$ cat src/rtl/cond_logic_unit_if.sv
// Decoder/ALU-facing signal bundle for cond_logic_unit.
// master drives the instruction side; slave is the conditional-execution stage.
interface cond_logic_unit_if #(
  parameter int unsigned CNT_W = 16
);
  logic             en;
  logic             valid_i;
  logic [3:0]       Cond;
  logic [3:0]       ALUFlags;
  logic [1:0]       FlagW;
  logic             PCS;
  logic             RegW;
  logic             MemW;
  logic             PCSrc;
  logic             RegWrite;
  logic             MemWrite;
  logic             CondEx;
  logic             squashed;
  logic [3:0]       Flags;
  logic             shadow_active;
  logic [CNT_W-1:0] exec_count;
  logic [CNT_W-1:0] squash_count;

  modport master (
    output en, valid_i, Cond, ALUFlags, FlagW, PCS, RegW, MemW,
    input  PCSrc, RegWrite, MemWrite, CondEx, squashed, Flags,
           shadow_active, exec_count, squash_count
  );

  modport slave (
    input  en, valid_i, Cond, ALUFlags, FlagW, PCS, RegW, MemW,
    output PCSrc, RegWrite, MemWrite, CondEx, squashed, Flags,
           shadow_active, exec_count, squash_count
  );
endinterface

$ cat src/rtl/cond_logic_unit.sv
// Conditional-execution stage: NZCV flag register, write-enable/PC-select gating,
// branch-shadow squashing and saturating exec/squash counters.
module cond_logic_unit #(
  parameter int unsigned BRANCH_SHADOW = 2,
  parameter int unsigned CNT_W         = 16
) (
  input logic              clk,
  input logic              reset,
  cond_logic_unit_if.slave bus
);
  localparam int unsigned SW = (BRANCH_SHADOW > 0) ? $clog2(BRANCH_SHADOW + 1) : 1;

  logic [3:0]       flags;
  logic [SW-1:0]    shadow;
  logic [CNT_W-1:0] exec_cnt;
  logic [CNT_W-1:0] squash_cnt;
  logic             n, z, c, v;
  logic             cond_true;
  logic             shadow_nz;
  logic             live;
  logic             condex;
  logic             squash;
  logic             pcsrc;

  assign {n, z, c, v} = flags;

  always_comb begin
    cond_true = 1'b0;
    case (bus.Cond)
      4'h0:    cond_true = z;
      4'h1:    cond_true = !z;
      4'h2:    cond_true = c;
      4'h3:    cond_true = !c;
      4'h4:    cond_true = n;
      4'h5:    cond_true = !n;
      4'h6:    cond_true = v;
      4'h7:    cond_true = !v;
      4'h8:    cond_true = c & !z;
      4'h9:    cond_true = !c | z;
      4'hA:    cond_true = (n == v);
      4'hB:    cond_true = (n != v);
      4'hC:    cond_true = !z & (n == v);
      4'hD:    cond_true = z | (n != v);
      4'hE:    cond_true = 1'b1;
      default: cond_true = 1'b0;
    endcase
  end

  assign shadow_nz = (shadow != '0);
  assign live      = bus.en & bus.valid_i;
  assign condex    = live & cond_true & !shadow_nz;
  assign squash    = live & shadow_nz;
  assign pcsrc     = bus.PCS & condex;

  // A zero-length shadow collapses the counter to a constant so nothing is ever squashed.
  generate
    if (BRANCH_SHADOW == 0) begin : g_no_shadow
      assign shadow = '0;
    end else begin : g_shadow
      localparam logic [SW-1:0] SHADOW_LOAD = SW'(BRANCH_SHADOW);
      always_ff @(posedge clk or posedge reset) begin
        if (reset) begin
          shadow <= '0;
        end else if (pcsrc) begin
          shadow <= SHADOW_LOAD;
        end else if (squash) begin
          shadow <= shadow - 1'b1;
        end
      end
    end
  endgenerate

  always_ff @(posedge clk or posedge reset) begin
    if (reset) begin
      flags <= '0;
    end else if (condex) begin
      if (bus.FlagW[1]) flags[3:2] <= bus.ALUFlags[3:2];
      if (bus.FlagW[0]) flags[1:0] <= bus.ALUFlags[1:0];
    end
  end

  always_ff @(posedge clk or posedge reset) begin
    if (reset) begin
      exec_cnt   <= '0;
      squash_cnt <= '0;
    end else begin
      if (condex && (exec_cnt != '1))   exec_cnt   <= exec_cnt + 1'b1;
      if (squash && (squash_cnt != '1)) squash_cnt <= squash_cnt + 1'b1;
    end
  end

  assign bus.CondEx        = condex;
  assign bus.squashed      = squash;
  assign bus.PCSrc         = pcsrc;
  assign bus.RegWrite      = bus.RegW & condex;
  assign bus.MemWrite      = bus.MemW & condex;
  assign bus.Flags         = flags;
  assign bus.shadow_active = shadow_nz;
  assign bus.exec_count    = exec_cnt;
  assign bus.squash_count  = squash_cnt;
endmodule
$ cat src/flat_wrapper.sv
// flat-port wrapper written by rule: the top's interface ports become plain ports
module cond_logic_unit_flat 
#(
  parameter int unsigned BRANCH_SHADOW = 2,
  parameter int unsigned CNT_W         = 16
)
  (clk, reset, bus_en, bus_valid_i, bus_Cond, bus_ALUFlags, bus_FlagW, bus_PCS, bus_RegW, bus_MemW, bus_PCSrc, bus_RegWrite, bus_MemWrite, bus_CondEx, bus_squashed, bus_Flags, bus_shadow_active, bus_exec_count, bus_squash_count);
  cond_logic_unit_if #(.CNT_W(CNT_W)) bus_i ();
  input logic clk;
  input logic reset;
  input wire logic [$bits(bus_i.en)-1:0] bus_en;
  input wire logic [$bits(bus_i.valid_i)-1:0] bus_valid_i;
  input wire logic [$bits(bus_i.Cond)-1:0] bus_Cond;
  input wire logic [$bits(bus_i.ALUFlags)-1:0] bus_ALUFlags;
  input wire logic [$bits(bus_i.FlagW)-1:0] bus_FlagW;
  input wire logic [$bits(bus_i.PCS)-1:0] bus_PCS;
  input wire logic [$bits(bus_i.RegW)-1:0] bus_RegW;
  input wire logic [$bits(bus_i.MemW)-1:0] bus_MemW;
  output wire logic [$bits(bus_i.PCSrc)-1:0] bus_PCSrc;
  output wire logic [$bits(bus_i.RegWrite)-1:0] bus_RegWrite;
  output wire logic [$bits(bus_i.MemWrite)-1:0] bus_MemWrite;
  output wire logic [$bits(bus_i.CondEx)-1:0] bus_CondEx;
  output wire logic [$bits(bus_i.squashed)-1:0] bus_squashed;
  output wire logic [$bits(bus_i.Flags)-1:0] bus_Flags;
  output wire logic [$bits(bus_i.shadow_active)-1:0] bus_shadow_active;
  output wire logic [$bits(bus_i.exec_count)-1:0] bus_exec_count;
  output wire logic [$bits(bus_i.squash_count)-1:0] bus_squash_count;
  assign bus_i.en = bus_en;
  assign bus_i.valid_i = bus_valid_i;
  assign bus_i.Cond = bus_Cond;
  assign bus_i.ALUFlags = bus_ALUFlags;
  assign bus_i.FlagW = bus_FlagW;
  assign bus_i.PCS = bus_PCS;
  assign bus_i.RegW = bus_RegW;
  assign bus_i.MemW = bus_MemW;
  assign bus_PCSrc = bus_i.PCSrc;
  assign bus_RegWrite = bus_i.RegWrite;
  assign bus_MemWrite = bus_i.MemWrite;
  assign bus_CondEx = bus_i.CondEx;
  assign bus_squashed = bus_i.squashed;
  assign bus_Flags = bus_i.Flags;
  assign bus_shadow_active = bus_i.shadow_active;
  assign bus_exec_count = bus_i.exec_count;
  assign bus_squash_count = bus_i.squash_count;
  cond_logic_unit #(.BRANCH_SHADOW(BRANCH_SHADOW), .CNT_W(CNT_W)) u_core (.clk(clk), .reset(reset), .bus(bus_i));
endmodule
$ cat config.mk
export PLATFORM = sky130hd
export DESIGN_NAME = cond_logic_unit_flat
export DESIGN_NICKNAME = d
export VERILOG_FILES = /design/src/rtl/cond_logic_unit_if.sv /design/src/rtl/cond_logic_unit.sv /design/src/flat_wrapper.sv
export SDC_FILE = /design/constraint.sdc
export NUM_CORES = 1
export LEC_CHECK = 0
export CORE_ASPECT_RATIO = 0.9
export CORE_MARGIN = 8
export CORE_UTILIZATION = 52
export DETAILED_ROUTE_END_ITERATION = 8
export PLACE_DENSITY = 0.83
export SLEW_MARGIN = 15
export SYNTH_ARGS = -nofsm -noshare
export SYNTH_HDL_FRONTEND = slang
export SYNTH_SLANG_ARGS = --single-unit
$ cat constraint.sdc
create_clock -name clk -period 3.35 [get_ports clk]
set_clock_uncertainty 0.1 [all_clocks]
set_input_delay 0.67 -clock clk [delete_from_list [all_inputs] [get_ports clk]]
set_output_delay 0.67 -clock clk [all_outputs]
set_load 0.005 [all_outputs]
### After elaboration in Yosys (flattened, before gate mapping)

Cells that the tools add are included.

| storage, ports and cells | value |
|---|---|
| word-level logic and storage cells | 52 |
| output and inout port bits | 42 |
| register bits after elaboration | 38 |

| operators by class | value |
|---|---|
| reductions and logical operators | 12 |
| equality and inequality tests | 18 |
| multiplexer cells | 3 |
| add/sub/neg operators | 3 |
| bitwise gates (word level) | 11 |

Operator list:

| cell | count |
|---|---|
| $add 16x1->16 const B | 2 |
| $ne 16x16->1 const B | 2 |
| $eq 4x4->1 const B | 7 |
| $eq 4x3->1 const B | 4 |
| $pmux 1 s15 | 1 |
| $and 1x1->1 | 9 |
| $eq 4x2->1 const B | 2 |
| $logic_not 1->1 | 5 |
| $eq 4x1->1 const B | 1 |
| $logic_not 4->1 | 1 |
| $mux 2 | 2 |
| $reduce_and 2->1 | 2 |
| $reduce_bool 2->1 | 2 |
| $logic_and 1x1->1 | 2 |
| $or 1x1->1 | 2 |
| $sub 2x1->2 const B | 1 |
| $eq 1x1->1 | 1 |
| $ne 1x1->1 | 1 |

### Logic depth before layout (Yosys ltp)

Gate-level depths: netlist of run 1.

| logic depth | value |
|---|---|
| depth in word-level cells | 7 |
| gate-level depth with buffers | 8 |
| gate-level depth less buffers | 7 |

### Least setup slack after synthesis of run 1

OpenSTA, ideal clock, no wires.

| timing path | value |
|---|---|
| path kind | input to output |
| from | in bus_Cond[2] |
| to | out bus_PCSrc |
| cell stages on the path | 7 |
| slack | 0.563 ns |
| buffers on the path | 2 |
| arrival time | 2.017 ns |
| path through | buf_4 and4bb_2 mux2i_1 a311oi_2 o31ai_4 buf_6 nor2_1 |

| on the way | value |
|---|---|
| cells in the longest elaborated chain, start to end | 5 |
| elaborated cells on any way between the ends | 19 |

Ends and longest elaborated chain:

| what | RTL line | source |
|---|---|---|
| from (decl) | flat_wrapper.sv:13 | `input wire logic [$bits(bus_i.Cond)-1:0] bus_Cond;` |
| $eq 4x4->1 (tied with other cells) | cond_logic_unit.sv:29 | `case (bus.Cond)` |
| $pmux 1 s15 * | cond_logic_unit.sv:29 |  |
| $and 1x1->1 * (2 in series) | cond_logic_unit.sv:51 | `assign condex = live & cond_true & !shadow_nz;` |
| $and 1x1->1 * | cond_logic_unit.sv:53 | `assign pcsrc = bus.PCS & condex;` |
| to (decl) | flat_wrapper.sv:19 | `output wire logic [$bits(bus_i.PCSrc)-1:0] bus_PCSrc;` |

Every way passes the cells marked *; elsewhere a longest branch is shown, timed or not.

### Final worst setup path of run 1

| timing path | value |
|---|---|
| from | in bus_Cond[2] |
| to | out bus_CondEx |

| on the way | value |
|---|---|
| cells in the longest elaborated chain, start to end | 4 |
| elaborated cells on any way between the ends | 18 |

Ends and longest elaborated chain:

| what | RTL line | source |
|---|---|---|
| $eq 4x4->1 (tied with other cells) | cond_logic_unit.sv:29 |  |
| $pmux 1 s15 * | cond_logic_unit.sv:29 |  |
| $and 1x1->1 * (2 in series) | cond_logic_unit.sv:51 |  |
| to (decl) | flat_wrapper.sv:22 | `output wire logic [$bits(bus_i.CondEx)-1:0] bus_CondEx;` |

Marks and branches as above.

==> results of run 1 <==
[registers in the layout, indices dropped and copies added (netlist names)]
name	cells
u_core.bus.Flags	4
u_core.bus.squash_count	16
u_core.shadow	2
u_core.bus.exec_count	16
[cell usage after synthesis (all sizes together), types with 3 or more instances]
cell type	n	share of area (%)
xor2	19	7.9
nor3	9	3.1
nand3	13	3.1
mux2	6	3.4
nor2	10	1.8
xnor2	14	5.8
nand2	15	2.7
ha	3	1.8
inv	10	1.8
mux2i	3	1.4
clkbuf	3	0.59
dfrtp	38	45
nor4	4	1.2
nand4	6	1.8
buf	5	2.0
and3	6	1.8
and4	3	1.2
[final cells by class]
type / instances / area, µm² / area share (%)
Sequential cell: 38 / 951 / 32.5
Clock inverter: 1 / 5.00 / 0.171
Clock buffer: 7 / 86.3 / 2.95
Timing Repair Buffer: 74 / 704 / 24.1
Multi-Input combinational cell: 141 / 1080 / 37.0
Inverter: 10 / 37.5 / 1.28
Tap cell: 48 / 60.1 / 2.05
[per-layer routing]
layer	wire length (µm)	global-route usage (%)
met2	2370	25.4
met4	48	5.61
met5	0	0
met3	331	5.66
met1	2190	17.8
[kinds of logic (layout without fill, tap and decap cells)]
family / count (synthesis) / in the layout / synth area share (%)
compound gates: 14 / 14 / 6.43
xor+xnor: 33 / 33 / 13.6
fa+ha+maj: 3 / 3 / 1.77
buf+inv: 18 / 92 / 4.37
flops: 38 / 38 / 44.9
mux: 9 / 9 / 4.78
simple gates: 82 / 82 / 24.1
[timing repair]
action / in CTS / in global routing
setup buffers: 0 / 2
pin swaps: 2 / 1
hold endpoints to repair: 0 / 0
endpoints found under the setup margin: 4 / 2
resized for setup: 15 / 3
[final timing paths]
check | start | end | slack (ns) | cells after the start
max | bus_Cond[2] | bus_CondEx | 0.11 | 9
min | u_core.bus.exec_count[15] | u_core.bus.exec_count[15] | 0.38 | 1
max reg2reg | u_core.bus.Flags[3] | u_core.bus.exec_count[1] | 0.70 | 10
min reg2reg | u_core.bus.exec_count[15] | u_core.bus.exec_count[15] | 0.38 | 1
max in group asynchronous | reset | u_core.bus.squash_count[4] | 2.12 | 3
min in group asynchronous | reset | u_core.bus.exec_count[3] | 0.69 | 3
[stage by stage]
step / power, W / area, µm² / setup WS, ns / std cells / hold slack [ns]
final: 0.00154 / 2930 / 0.105 / 319 / 0.383
after global routing: 0.00165 / 2930 / 0.0404 / 319 / 0.420
after CTS: 0.00156 / 2910 / 0.0367 / 317 / 0.387
after detailed placement: 0.00123 / 2810 / -0.372 / 309 / 0.373
after global placement: 0.00121 / 2810 / -0.299 / 309 / 0.377
after floorplan: 0.000938 / 2120 / 0.563 / 197 / 0.377
[power by group through the flow]
stage          Sequential, W  Clock, W  Combinational [W]
6_report            0.000675  0.000320           0.000550
2_1_floorplan       0.000666         0           0.000272
4_1_cts             0.000674  0.000327           0.000556
3_3_place_gp        0.000677         0           0.000532
3_5_place_dp        0.000680         0           0.000549
5_1_grt             0.000696  0.000346           0.000607
==> metrics.txt, run 1 <==
Filler cells between 300 and 400; Avg Inst Size Synth between 10 and 15 µm²; commonest non-fill, non-tap cell in the layout clkdlybuf4s50_1; # diodes 0; Worst Path Required between 2 and 3 ns; layout cells sized above 1 a little under a fifth; number of synthesized flops with an enable pin 0; WL final 4940 µm; worst-case clock buffer depth 2; Pre-antenna DRT Iters 4; CP max stage cell clkdlybuf4s50_1; setup TNS 0 ns; H-Tree Depth 2; Async S/R FF share, synth 100%; top_reg_cell synth dfrtp_1; TritonCTS clock tree built; area grow syn2layout 38.1%; critical path endpoint category output port; Synth Warn # 0; initial antenna violation count 0; data arrival time of the worst path 2.47 ns; CP startpoint kind input port; max_cap viols 0; Yosys reg bits 38; static leakage 1.35 nW; Worst path max stage delay 0.45 ns; die span in y around 77 µm; largest net degree at the start of global routing 39; Die ar. 0.00638 mm²; Unique masters post-synth 48; switching part of the total a little under a third; Initial Util 53.1%; vias 1,746; mapped cell area 0.00212 mm²; clock slew at reported path FFs 0.07 ns; Slew @ Worst Pin 0.659 ns; Comb pwr share 35.6%; Placeable Area 0.00399 mm²; Final Max Tran Viols 0; net switching power 0.000483 W; # IOs between 50 and 60; initial drt markers 43; most frequent cells in the layout clkdlybuf4s50_1, dfrtp_1, xor2_1; global-route wire length before repair roughly 8300 µm; post-DP HPWL 3680 µm; root buf cell clkbuf_8; number of global-route vias before repair 1,791; total global routing overflow 0; critical path class in2out; PwrDens 528 mW/mm²; # rows 22; GP Congestion between 0.7 and 0.8; maximum vdd drop around 0.35 mV; post-route minimum period around 3.2 ns; Most Frequent Cell on Critical Path buf_4; unrepaired setup endpoints after global routing false; Rel. slew slack 55.6%; Total Routing Usage GR 15.4%; critical path peak fanout 6; Nets 290; Seq/Total Area, Yosys 44.9%; Pint 0.00106 W; hold_buf cts 0; wire per inst 15.5 µm; Syn Nets between 200 and 250; Final Util between 70% and 80%; final hold violation count 0; CP cell instances clkdlybuf4s15_2 > buf_4 > nand2b_4 > a32oi_1 > a311o_2 > buf_4 > o31ai_4 > inv_1 > clkdlybuf4s50_1; total CTS buffers 5; Seq pwr share 43.7%; Hold WC Path Type reg2reg; via/cell ratio 5.47; clock group share of total power 20.7%; Max Freq between 0.3 and 0.4 GHz; final antenna-violating net count 0; Die X 83.3 µm; status finished, final reports clean; DR DRC count 0; Syn Inst Count slightly below 200; # setup viols final 0; WP buf/inv 5; Clock Latency Late Sink 0.28 ns; Tcrit/Tclk final 96.9%; Port Buffer Count 58; clk sink count 38; crit-path leading delay family buffers and inverters
(Power assumes the default switching activity.)
==> inputs of run 2 (changes only) <==
SLEW_MARGIN = 20   (was 15)
==> results of run 2 <==
Final layout, timing and power as in run 1 (identical DEF).
